<file path="config.mk">
export PLATFORM = sky130hd
export DESIGN_NAME = reg_bank_avalon
export DESIGN_NICKNAME = d
export VERILOG_FILES = /design/src/rtl/reg_bank_avalon.sv
export SDC_FILE = /design/constraint.sdc
export NUM_CORES = 1
export LEC_CHECK = 0
export CAP_MARGIN = 20
export CORE_MARGIN = 2
export CORE_UTILIZATION = 35
export CTS_CLUSTER_SIZE = 14
export DETAILED_ROUTE_END_ITERATION = 8
export SYNTH_ARGS = -nofsm -noshare
export SYNTH_HDL_FRONTEND = slang
export SYNTH_SLANG_ARGS = --single-unit
</file>
<file path="constraint.sdc">
create_clock -name clk -period 25.6 [get_ports clk]
set_clock_uncertainty 0.1 [all_clocks]
set_input_delay 5.12 -clock clk [delete_from_list [all_inputs] [get_ports clk]]
set_output_delay 5.12 -clock clk [all_outputs]
set_load 0.02 [all_outputs]
</file>
<file path="src/rtl/reg_bank_avalon.sv">
// Avalon-MM register bank: byte-enabled control registers, a W1C rising-edge event
// register with an interrupt mask, and a fixed one-cycle registered read path.
module reg_bank_avalon #(
    parameter int                    NUM_REGS    = 4,
    parameter int                    DATA_WIDTH  = 32,
    parameter logic [DATA_WIDTH-1:0] RESET_VALUE = '0,
    localparam int                   BE_W        = DATA_WIDTH / 8,
    localparam int                   ADDR_W      = $clog2(NUM_REGS + 3)
) (
    input  logic                           clk,
    input  logic                           reset,
    input  logic                           chipselect,
    input  logic [ADDR_W-1:0]              address,
    input  logic                           write,
    input  logic                           read,
    input  logic [DATA_WIDTH-1:0]          writedata,
    input  logic [BE_W-1:0]                byteenable,
    output logic [DATA_WIDTH-1:0]          readdata,
    output logic                           readdatavalid,
    input  logic [DATA_WIDTH-1:0]          event_in,
    output logic [NUM_REGS*DATA_WIDTH-1:0] Q_export,
    output logic [NUM_REGS-1:0]            wr_strobe,
    output logic                           irq
);

    localparam logic [ADDR_W-1:0] EVENT_ADDR = ADDR_W'(NUM_REGS);
    localparam logic [ADDR_W-1:0] MASK_ADDR  = ADDR_W'(NUM_REGS + 1);
    localparam logic [ADDR_W-1:0] RAW_ADDR   = ADDR_W'(NUM_REGS + 2);

    logic                           wr_en;
    logic                           rd_en;
    logic [DATA_WIDTH-1:0]          be_mask;
    logic [NUM_REGS*DATA_WIDTH-1:0] ctrl_flat;
    logic [NUM_REGS-1:0]            wr_strobe_reg;
    logic [DATA_WIDTH-1:0]          event_reg;
    logic [DATA_WIDTH-1:0]          event_next;
    logic [DATA_WIDTH-1:0]          irq_mask_reg;
    logic [DATA_WIDTH-1:0]          event_in_d_reg;
    logic [DATA_WIDTH-1:0]          readdata_reg;
    logic [DATA_WIDTH-1:0]          readdata_next;
    logic                           readdatavalid_reg;

    assign wr_en = chipselect & write;
    assign rd_en = chipselect & read;

    genvar gi;
    generate
        for (gi = 0; gi < BE_W; gi++) begin : g_be
            assign be_mask[gi*8 +: 8] = {8{byteenable[gi]}};
        end

        // Each control register owns its storage and strobe bit so nothing is multiply driven.
        for (gi = 0; gi < NUM_REGS; gi++) begin : g_ctrl
            logic                  hit;
            logic [DATA_WIDTH-1:0] ctrl_reg;
            logic                  strobe_reg;

            assign hit = wr_en && (address == ADDR_W'(gi));

            always_ff @(posedge clk or posedge reset) begin
                if (reset) begin
                    ctrl_reg   <= RESET_VALUE;
                    strobe_reg <= 1'b0;
                end else begin
                    strobe_reg <= hit;
                    if (hit)
                        ctrl_reg <= (ctrl_reg & ~be_mask) | (writedata & be_mask);
                end
            end

            assign ctrl_flat[gi*DATA_WIDTH +: DATA_WIDTH] = ctrl_reg;
            assign wr_strobe_reg[gi] = strobe_reg;
        end
    endgenerate

    // Set wins over clear: the edge term is OR'd in after the W1C mask.
    always_comb begin
        event_next = event_reg;
        if (wr_en && address == EVENT_ADDR)
            event_next = event_reg & ~(writedata & be_mask);
        event_next = event_next | (event_in & ~event_in_d_reg);
    end

    // Reads see the pre-write register contents.
    always_comb begin
        readdata_next = '0;
        for (int i = 0; i < NUM_REGS; i++) begin
            if (address == ADDR_W'(i))
                readdata_next = ctrl_flat[i*DATA_WIDTH +: DATA_WIDTH];
        end
        if (address == EVENT_ADDR) readdata_next = event_reg;
        if (address == MASK_ADDR)  readdata_next = irq_mask_reg;
        if (address == RAW_ADDR)   readdata_next = event_in;
    end

    always_ff @(posedge clk or posedge reset) begin
        if (reset) begin
            event_reg         <= '0;
            irq_mask_reg      <= '0;
            event_in_d_reg    <= '0;
            readdata_reg      <= '0;
            readdatavalid_reg <= 1'b0;
        end else begin
            event_reg         <= event_next;
            event_in_d_reg    <= event_in;
            readdatavalid_reg <= rd_en;
            if (wr_en && address == MASK_ADDR)
                irq_mask_reg <= (irq_mask_reg & ~be_mask) | (writedata & be_mask);
            if (rd_en)
                readdata_reg <= readdata_next;
        end
    end

    assign Q_export      = ctrl_flat;
    assign wr_strobe     = wr_strobe_reg;
    assign readdata      = readdata_reg;
    assign readdatavalid = readdatavalid_reg;
    assign irq           = |(event_reg & irq_mask_reg);

endmodule

</file>
==> impl_metrics.py <==
metrics = {
    "clock_network": {
        "clock_path_buffers": 3,
        "cts_resized": 0,
        "clock_latency_ns": 0.55,
        "cts_buffers": 29,
        "clkSlewWorstSetupHoldPaths_ns": 0.06,
        "clock-root-buffer": "clkbuf_16",
        "clock_sinks": 261,
        "cts_tree": "yes",
        "h-tree-depth": 1,
        "cts_setup_buffers": 0,
        "hold_buffers": 0,
    },
    "finish": {
        "final_cell_mix": "261 x dfrtp_1, 238 x clkdlybuf4s50_1, 156 x mux2_2, 86 x o21ai_0, 72 x nand2_1",
        "drive_above_1_share_pct": 20.7,
        "nets": 1239,
        "synthToLayoutAreaGrowth_pct": 32.8,
        "fillerInstances": 3022,
        "final_common_cell": "dfrtp_1",
    },
    "placement": {
        "dp_slack_ns": 17.49,
        "gp_congestion": 0.783,
        "hpwl_microns": 24700,
        "numPortBuffers": 241,
    },
    "route": {
        "drc": 0,
        "vias_per_cell": 5.31,
        "drt-initial-drc-count": 650,
        "routedWlPerCell_microns": 22.5,
        "totalWireLength_microns": 36800,
        "dr.pass1.iters": 5,
        "via_count": 8658,
        "ant_nets": 0,
    },
    "worst_setup_path": {
        "critPathCaptureType": "output port",
        "cp_max_fo": 3,
        "start_kind": "flip-flop",
        "arrival_ns": 2.59,
        "crit_type": "flip-flop to output port",
        "worstPathRequired_ns": 20.38,
    },
    "sta": {
        "fin_tns_setup_ns": 0,
        "worst_slew_pin_slew_ns": 1.13,
        "min_period_ns": 7.81,
        "rsz0062_at_grt": "false",
        "slew_violations": 0,
        "hold_viol": 0,
        "fmax_ghz": 0.128,
        "setup_ws_ns": 17.79,
        "min_period_over_period_pct": 30.5,
        "setup_viol_count_final": 0,
        "relSlewSlack_pct": 24.6,
    },
    "global_route": {
        "grt_max_degree": 116,
        "grtUsageMet3_pct": 3.85,
        "grt_pass1_vias": 8874,
        "busiest_layer": "met2",
        "met1_usage_pct": 30.1,
        "met2_usage_pct": 34.6,
        "grt.overflow.total": 0,
        "track_usage_pct": 21.5,
        "grt_first_pass_wirelength_microns": 55600,
        "antenna_found_initial": 5,
    },
    "floorplanning": {
        "die_x_microns": 185,
        "io_pins": 242,
        "core_sq_um": 32400,
        "fp-row-count": 66,
        "dieArea_sq_um": 34200,
        "start_util_pct": 35.4,
        "die_h_microns": 185,
    },
    "yosys": {
        "synth_seq_cells": 261,
        "synth_fp_nets": 1012,
        "synth_area_sq_um": 11500,
        "avgSynthCellArea_sq_um": 12.2,
        "yosysUniqueCellTypes": 36,
        "synth_async_sr_flop_share_pct": 100,
        "synth_cells": 936,
        "yosys_warnings": 0,
        "ys_seq_area_share_pct": 57.0,
        "synth_edf_count": 0,
        "synth_top_area_share_pct": 57.0,
        "yosysTopAreaCell": "dfrtp_1",
        "synthTopCellsByArea": "dfrtp_1 57%, mux2_2 15%, o21ai_0 3.8%",
        "synth-main-ff-cell": "dfrtp_1",
    },
    "pwr": {
        "p_leak_nw": 6.62,
        "vdd_drop_max_mv": 0.0558,
        "power_density_nw_per_um2": 80.5,
    },
    "outcome": {
        "outcome": "finished clean",
    },
    "run": {
        "max-cap-violations": 0,
    },
    "hold_path": {
        "holdCritPathClass": "flip-flop to flip-flop",
    },
}
-- cell usage after synthesis (8+ instances only) --
library cell,instances
a21oi_1,36
a22o_1,32
a22oi_1,44
buf_2,14
clkbuf_1,28
dfrtp_1,261
inv_1,35
mux2_2,156
mux2i_1,34
nand2_1,73
nand2_2,12
nand3_1,16
nand3b_1,18
nor2_1,10
o211ai_1,8
o21ai_0,86
o221ai_1,11
-- report_power, final --
| group | internal [mW] | switching, mW |
|---|---|---|
| registers | 0.474 | 0.0535 |
| clock network | 0.234 | 0.167 |
| logic | 0.150 | 0.145 |
| total | 0.858 | 0.366 |
-- worst paths after layout --
kind,start,to,slack [ns],cells past startpoint
hold / removal,readdata[21],readdata[21],0.42,2
max in group asynchronous,reset,readdata[26],18.89,3
setup / recovery,event_reg[3],irq,17.79,4
setup reg to reg,flip-flop,readdata[11],24.22,4
min in group asynchronous,reset,asynchronous set/reset pin,5.03,2
hold reg to reg,readdata[21],readdata[21],0.42,2
-- area by class of cell --
| cell class | instances | area [sq um] | area share [%] |
|---|---|---|---|
| Sequential cell | 261 | 6530 | 42.9 |
| Tap cell | 442 | 553 | 3.64 |
| Clock buffer | 45 | 876 | 5.76 |
| Multi-Input combinational cell | 585 | 4560 | 30.0 |
| Inverter | 35 | 139 | 0.913 |
| Clock inverter | 8 | 47.5 | 0.313 |
| Antenna cell | 4 | 10.0 | 0.0658 |
| Timing Repair Buffer | 251 | 2500 | 16.4 |
-- cell families (layout without fill, tap and decap cells) --
family / Yosys count / after routing / share of synthesized area (%)
flip-flops: 261 / 261 / 57.0
AO/OA/AOI/OAI: 235 / 235 / 13.5
multiplexers: 194 / 194 / 18.7
AND/OR/NAND/NOR: 156 / 156 / 7.45
buffers and inverters: 90 / 339 / 3.31
other: 0 / 4 / 0
-- worst max-delay path, stage by stage (launching register included) --
cell and delay, ns:
dfrtp_1 0.41, a22oi_1 0.30, nand4_1 0.19, or4_1 0.54, clkdlybuf4s50_1 0.60
-- stage by stage --
| step | utilization [%] | cell area, sq um | cells | total power, mW | hold WS [ns] |
|---|---|---|---|---|---|
| after CTS | 46.9 | 15200 | 1626 | 1.24 | 0.427 |
| final | 47.0 | 15200 | 1631 | 1.22 | 0.421 |
| after detailed placement | 44.0 | 14200 | 1573 | 0.831 | 0.413 |
| after floorplan | - | 11500 | 936 | 0.672 | 0.382 |
| after global routing | 47.0 | 15200 | 1630 | 1.28 | 0.448 |
| after global placement | 44.0 | 14200 | 1573 | 0.826 | 0.403 |
-- routing by layer --
metal / up-vias / part of all wire (%)
met4: 2 / 2.2
met5: - / 0.030
met3: 50 / 6.0
met1: 4411 / 45
met2: 302 / 47
li1: 3893 / -
(Power assumes the default switching activity.)
